File: config.mk
export PLATFORM = sky130hd
export DESIGN_NAME = cntr8_dn
export DESIGN_NICKNAME = d
export VERILOG_FILES = /design/src/rtl/cntr8_dn.sv
export SDC_FILE = /design/constraint.sdc
export NUM_CORES = 1
export LEC_CHECK = 0
export BUFFER_PORTS_ARGS = -buffer_cell sky130_fd_sc_hd__clkbuf_2
export CORE_MARGIN = 2
export CORE_UTILIZATION = 25
export CTS_CLUSTER_SIZE = 24
export DETAILED_ROUTE_END_ITERATION = 8
export GPL_TIMING_DRIVEN = 0
export PLACE_DENSITY_LB_ADDON = 0.3
export SYNTH_ARGS = -nofsm -noshare
export SYNTH_HDL_FRONTEND = slang
export SYNTH_SLANG_ARGS = --single-unit
File: constraint.sdc
create_clock -name clk -period 1.73 [get_ports clk]
set_clock_uncertainty 0.2 [all_clocks]
set_input_delay 0.2595 -clock clk [delete_from_list [all_inputs] [get_ports clk]]
set_output_delay 0.2595 -clock clk [all_outputs]
set_load 0.01 [all_outputs]
File: src/rtl/cntr8_dn.sv
// cntr8_dn: loadable down-counter with an exposed 3-bit FSM, zero detect and borrow pulse.
// Build option: define CNTR8_DN_SATURATE_EN to saturate at zero instead of wrapping.
`default_nettype none

module cntr8_dn #(
  parameter int                 WIDTH   = 8,
  parameter logic [WIDTH-1:0]   RST_VAL = '0
) (
  input  logic             clk,
  input  logic             reset,
  input  logic             load,
  input  logic             dec,
  input  logic [WIDTH-1:0] d_in,
  output logic [WIDTH-1:0] d_out,
  output logic [2:0]       o_state,
  output logic             o_zero,
  output logic             o_borrow
);

  typedef enum logic [2:0] {
    S_IDLE   = 3'b000,
    S_LOAD   = 3'b001,
    S_DEC    = 3'b010,
    S_HOLD   = 3'b011,
    S_BORROW = 3'b100
  } state_t;

  state_t           state_q, state_d;
  logic [WIDTH-1:0] cnt_q, cnt_d;

  always_ff @(posedge clk or posedge reset) begin
    if (reset) begin
      state_q <= S_IDLE;
      cnt_q   <= RST_VAL;
    end else begin
      state_q <= state_d;
      cnt_q   <= cnt_d;
    end
  end

  always_comb begin
    state_d = state_q;
    cnt_d   = cnt_q;
    case (state_q)
      S_IDLE, S_LOAD, S_DEC, S_HOLD, S_BORROW: begin
        if (load) begin
          state_d = S_LOAD;
          cnt_d   = d_in;
        end else if (dec) begin
          if (cnt_q != '0) begin
            state_d = S_DEC;
            cnt_d   = cnt_q - WIDTH'(1);
          end else begin
`ifdef CNTR8_DN_SATURATE_EN
            state_d = S_HOLD;
`else
            state_d = S_BORROW;
            cnt_d   = {WIDTH{1'b1}};
`endif
          end
        end else if (state_q != S_IDLE) begin
          // IDLE is only left by a command; every other state parks in HOLD.
          state_d = S_HOLD;
        end
      end
      default: state_d = S_IDLE;
    endcase
  end

  assign d_out   = cnt_q;
  assign o_state = state_q;
  assign o_zero  = (cnt_q == '0);

`ifdef CNTR8_DN_SATURATE_EN
  assign o_borrow = 1'b0;
`else
  assign o_borrow = (state_q == S_BORROW);
`endif

endmodule

`default_nettype wire

==> qor.yml, run 1 <==
floorplan:
  rows: 19
  initial_utilization_pct: 26.8
  core_area_um2: 2810
  die-width_um: 58.8
  die_height_um: 58.8
  io_pins: 25
  die_area_um2: 3460
cts:
  cts_root_buf: "clkbuf_4"
  cts_buffers: 3
  clock_path_buffers: 2
  numClockSinks: 11
  clock_latency_ps: 270
  cts_tree: "done"
  path_clk_slew_ps: 80
  htreeDepth: 1
worst_setup_path:
  critPathLaunchType: "register"
  crit_chain: "inv_2, ha_4, nor4b_4, buf_2"
  cp.arrival_ps: 1340
  path_buf_inv: 2
  cp-endpoint: "o_zero"
  crit_path_start: "d_out[1]"
  crit_path_top_delay_cell: "dfrtp_1"
  path_class: "reg -> out"
  ff2ff_path_depth: 6
  rr_endpoint: "d_out[6]"
  cp_top_family: "flip-flops"
  slowest_delay_ps: 400
  crit_fanout: 3
  worst-r2r-setup-slack_ps: 60
  path_depth: 4
  worstPathRequired_ps: 1270
  end_kind: "output pin"
  timing.rr.start: "d_out[1]"
run:
  maxCapViolCount: 0
routing:
  antenna_left: 0
  dr.pass1.iters: 6
  wl_per_cell_um: 13.9
  wl_um: 2010
  drc: 1
  first_iter_violations: 4
  viasPerCell: 4.99
  vias: 719
placement:
  dp.final_hpwl_um: 1400
  placed_area_um2: 905
  io_buffers: 23
  routabilityCongestion: 0.809
  post-place-ws_ps: -164
global_route:
  track_usage_pct: 12.7
  grt-ovfl-total: 0
  grt_pass1_vias: 676
  use_met2_pct: 18.3
  grt_max_degree: 12
  met1_usage_pct: 18.3
  grt.busiest_layer: "met1"
  antenna_found_initial: 0
  grt_util_met3_pct: 4.18
  grt_first_pass_wirelength_um: 3260
layout:
  final_area_um2: 1050
  drive_gt1_share_pct: 50.4
  area_growth_pct: 39.8
  final_cell_mix: "22 x clkbuf_2, 10 x buf_4, 8 x a21oi_1, 7 x dfrtp_1, 5 x nor2_1"
  final_common_cell: "clkbuf_2"
  final_nets: 128
  num_antenna_cells: 0
sta:
  setup_viol: 1
  period_share_pct: 104
  hold_ws_ps: 42.3
  rsz0062_at_grt: "true"
  hold_viol_final: 0
  timing.final.ws_setup_ps: -70.6
  timing.fmax_mhz: 555
  worstMarginPinSlew_ps: 439
  tns_ps: -70.6
  slew_headroom_pct: 70.7
  slew_viol_final: 0
  min_period_ps: 1800
power:
  ir_drop_uv: 425
  power_leakage_nw: 0.460
  power_density_nw_per_um2: 808
logic_synthesis:
  synth_cell_types: 36
  synth_cells: 77
  synth_edf_count: 0
  ys_ff_latch: 11
  yosys_warnings: 0
  ys_seq_area_share_pct: 36.7
  synthArstFlopShare_pct: 100
  synth_ff_type: "dfrtp_1"
  syn_area_per_cell_um2: 9.75
  synth_nets: 91
  syn_area_um2: 751
worst_hold_path:
  hold_path_class: "in -> reg"
  hold_start: "dec"
run_status:
  violations: "DRC, setup timing"
  status: "finished, violations left"
-- logic make-up (layout without fill, tap and decap cells) --
kind of cell	Yosys count	after routing	synth area share, %
mux	2	2	2.67
simple gates	25	25	22.0
flops	11	11	36.7
compound gates	28	28	29.8
buf+inv	9	45	5.50
fa+ha+maj	2	2	3.33
-- layout make-up --
| type | instances | area (µm²) |
|---|---|---|
| plain buffers | 2 | 15.0 |
| clock buffers | 4 | 26.3 |
| fillers | 302 | 1760 |
| inverters | 7 | 26.3 |
| multi-input cells | 57 | 478 |
| flip-flops and latches | 11 | 280 |
| well taps | 31 | 38.8 |
| repair buffers | 32 | 185 |
-- power breakdown --
group          internal, W  switching (W)  leakage, nW  total (W)
registers         0.000294      0.0000451        0.124   0.000339
clock network    0.0000894      0.0000957       0.0150   0.000185
logic             0.000152       0.000172        0.321   0.000325
total             0.000535       0.000313        0.460   0.000848
-- worst register-to-register path, cell delays in order (launching register included) --
cell,delay [ps]
dfrtp_1,400
inv_2,100
ha_2,240
nor4b_4,250
a32oi_1,130
mux2i_1,150
a21oi_1,60
-- per-stage QoR --
stage | std cells | total power, W | utilization [%]
final | 144 | 0.000848 | 37.4
after detailed placement | 131 | 0.000583 | 32.2
after global routing | 144 | 0.000901 | 37.4
after CTS | 144 | 0.000843 | 36.8
after global placement | 131 | 0.000577 | 32.2
after floorplan | 77 | 0.000499 | -
-- state kept, by name (all words and copies together), names as in the netlist --
signal and count:
o_state 3, d_out 8
-- cells in the mapped netlist, drive strengths merged (2+ instances only) --
library cell	n	area share (%)
nor4b	2	4.3
a21oi	10	7.7
o21ai	4	3.7
ha	2	3.3
nor2	7	4.5
dfrtp	11	37
buf	2	2.0
nand2	2	1.3
nor3	4	3.3
a211oi	3	3.0
and2	3	2.5
a2bb2oi	2	3.2
nand2b	2	1.7
o22ai	2	2.5
mux2i	2	2.7
inv	6	3.0
a31oi	2	1.7
-- repair_timing --
action | in CTS | in global routing
buffers inserted | 8 | 0
setup endpoints to repair | 3 | 7
hold buffers | 1 | 0
resized for setup | 11 | 4
pin swaps | 1 | 1
endpoints found under the hold margin | 11 | 0
gates cloned | 0 | 0
-- how the worst min path moves through the flow --
stage,endpoint,cells after the start,slack [ps]
6_report,o_state[1],2,40
5_1_grt,o_state[1],2,60
4_1_cts,o_state[1],2,40
3_5_place_dp,o_state[0],2,70
3_3_place_gp,d_out[6],2,70
2_1_floorplan,d_out[0],1,-90
-- per-layer routing --
layer	share of wire (%)	up-vias	wire [µm]
li1	-	367	-
met1	51	331	1020
met2	44	17	874
met3	4.5	4	90
met4	0.95	0	19
met5	0	-	0
Note: power is estimated with default switching activity, not from simulation.
==> run 2: changes to the inputs <==
--- a/config.mk
+++ b/config.mk
@@ -6,6 +6,7 @@
 export NUM_CORES = 1
 export LEC_CHECK = 0
 export BUFFER_PORTS_ARGS = -buffer_cell sky130_fd_sc_hd__clkbuf_2
+export CORE_ASPECT_RATIO = 0.7
 export CORE_MARGIN = 2
 export CORE_UTILIZATION = 25
 export CTS_CLUSTER_SIZE = 24
==> run 2 against run 1 <==
Count of clock-buffer cells in the layout unchanged. Sequential power hardly changed. The run ends with setup timing left. Core utilization grew 1.7 points. Routed wire length rose by 8.0%. Power is 13% higher. Worst setup slack gained 54 ps. Flip-flop and latch count did not move. Critical path type unchanged. Largest cell class unchanged. Highest routed layer unchanged. Hold slack improved by 25 ps.
==> qor.yml, run 2 (synthesis gave the netlist of run 1 again) <==
worst_setup_path:
  end_kind: "output pin"
  path_class: "reg -> out"
  crit_fanout: 3  # unchanged
  critPathLaunchType: "register"
  cp.arrival_ps: 1290  # -50 ps
  worstPathRequired_ps: 1270  # about the same
global_route:
  grt_first_pass_wirelength_um: 3740  # +15%
  grt_util_met3_pct: 5.73  # +1.6 points
  use_met2_pct: 21.2  # +2.9 points
  antenna_found_initial: 0  # unchanged
  track_usage_pct: 14.1  # +1.4 points
  grt_pass1_vias: 766  # +13%
  grt_max_degree: 12  # unchanged
  grt-ovfl-total: 0  # unchanged
  met1_usage_pct: 19.5  # +1.1 points
  grt.busiest_layer: "met2"
cts:
  clock_path_buffers: 2  # unchanged
  path_clk_slew_ps: 50  # -30 ps
  cts_buffers: 3  # unchanged
  numClockSinks: 11  # unchanged
  cts_root_buf: "clkbuf_8"
  cts_tree: "done"
  htreeDepth: 1  # unchanged
  clock_latency_ps: 250  # -20 ps
sta:
  min_period_ps: 1750  # -54.1 ps
  slew_viol_final: 0  # unchanged
  timing.fmax_mhz: 573  # +3.1%
  timing.final.ws_setup_ps: -16.5  # +54.1 ps
  slew_headroom_pct: 68.4  # -2.3 points
  setup_viol: 1  # unchanged
  hold_ws_ps: 67.1  # +24.8 ps
  period_share_pct: 101  # -3.1 points
  rsz0062_at_grt: "true"
  worstMarginPinSlew_ps: 474  # +34.6 ps
  tns_ps: -16.5  # +54.1 ps
  hold_viol_final: 0  # unchanged
power:
  power_density_nw_per_um2: 871  # +7.8%
  ir_drop_uv: 329  # -23%
  power_leakage_nw: 0.486  # +5.6%
layout:
  multi_input_area_um2: 477  # -0.26%
  largest_register_ff_count: 8  # unchanged
  fillers: 299  # -0.99%
  final_common_cell: "clkbuf_2"
  area_growth_pct: 47.0
  num_antenna_cells: 0  # unchanged
  regArea_um2: 280  # unchanged
  fin_cells: 153  # +6.3%
  drive_gt1_share_pct: 53.0  # +2.5 points
  final_nets: 132  # +3.1%
  fin_util_pct: 39.1  # +1.7 points
  final_cell_mix: "22 x clkbuf_2, 14 x buf_4, 8 x a21oi_1, 7 x dfrtp_1, 5 x nor2_1"
  final_area_um2: 1100  # +5.1%
floorplan:
  initial_utilization_pct: 26.6  # -0.17 points
  die_area_um2: 3460  # +0.19%
  die_height_um: 49.8  # -15%
  core_area_um2: 2820  # +0.62%
  rows: 16  # -3
  die-width_um: 69.5  # +18%
  io_pins: 25  # unchanged
routing:
  wl_per_cell_um: 14.2  # +1.6%
  dr.pass1.iters: 4  # -2
  viasPerCell: 4.93  # -1.2%
  vias: 755  # +5.0%
  antenna_left: 0  # unchanged
  first_iter_violations: 11  # +7
  drc: 0  # -1
  wl_um: 2170  # +8.0%
placement:
  io_buffers: 23  # unchanged
  numPlacedInstances: 136  # +3.8%
  routabilityCongestion: 0.726  # -10%
  placed_area_um2: 911  # +0.69%
  dp.final_hpwl_um: 1490  # +6.3%
run_status:
  violations: "setup timing"
  status: "finished, violations left"
run:
  maxCapViolCount: 0  # unchanged
worst_hold_path:
  hold_path_class: "in -> reg"
==> run 2: cell types whose count changed in the layout (fill, tap and decap cells not counted) <==
cell | before | now
buf_4 | 10 | 14
clkbuf_4 | 3 | 0
clkbuf_8 | 0 | 3
a211oi_1 | 3 | 2
a211oi_2 | 0 | 1
nor3_2 | 0 | 1
nor3_4 | 1 | 0
==> run 2: critical path, cell delays in order, from the launching register on <==
cell	delay, ps
dfrtp_2	420
nor2_4	130
nand2_2	70
nor4b_4	240
buf_2	180
==> run 2: path summary, 6_finish.rpt <==
kind,slack (ps),from,endpoint,cells past startpoint
hold / removal,70,dec,o_state[1],2
max in group asynchronous,630,reset,d_out[5],3
setup / recovery,-20,d_out[4],o_zero,4
min in group asynchronous,350,reset,o_state[1],3
hold reg to reg,460,d_out[7],d_out[7],1
setup reg to reg,40,d_out[5],d_out[7],5
==> run 2: power breakdown <==
group          internal [W]  switching [W]
Sequential         0.000294      0.0000439
Combinational      0.000170       0.000180
Clock              0.000163       0.000111
Total              0.000627       0.000334
==> run 2: what timing repair did <==
| item | in CTS | in global routing |
|---|---|---|
| pin swaps | 3 | 1 |
| gates resized for setup | 12 | 3 |
| hold buffers | 1 | 0 |
| buffers inserted | 10 | 2 |
| endpoints found under the setup margin | 3 | 7 |
| endpoints found under the hold margin | 11 | 0 |
| gates cloned | 0 | 0 |
==> run 2: through the flow <==
stage	total power (W)	setup WS [ps]
4_1_cts	0.000949	-31.6
2_1_floorplan	0.000499	28.0
6_report	0.000961	-16.5
3_5_place_dp	0.000586	-192
5_1_grt	0.00102	-63.4
3_3_place_gp	0.000578	-227
==> run 2: layer usage <==
layer | wire length [µm] | share of wire [%]
met1 | 1090 | 50
met3 | 123 | 5.7
met5 | 0 | 0
met2 | 936 | 43
met4 | 14 | 0.65
==> run 2: area by class of cell <==
type                       instances  share of cell area (%)
inverter                           7                    2.38
buffer                             2                    1.36
clock buffer                       4                    4.08
sequential                        11                    25.4
multi-input combinational         57                    43.2
timing repair buffer              36                    19.5
tap                               36                    4.08
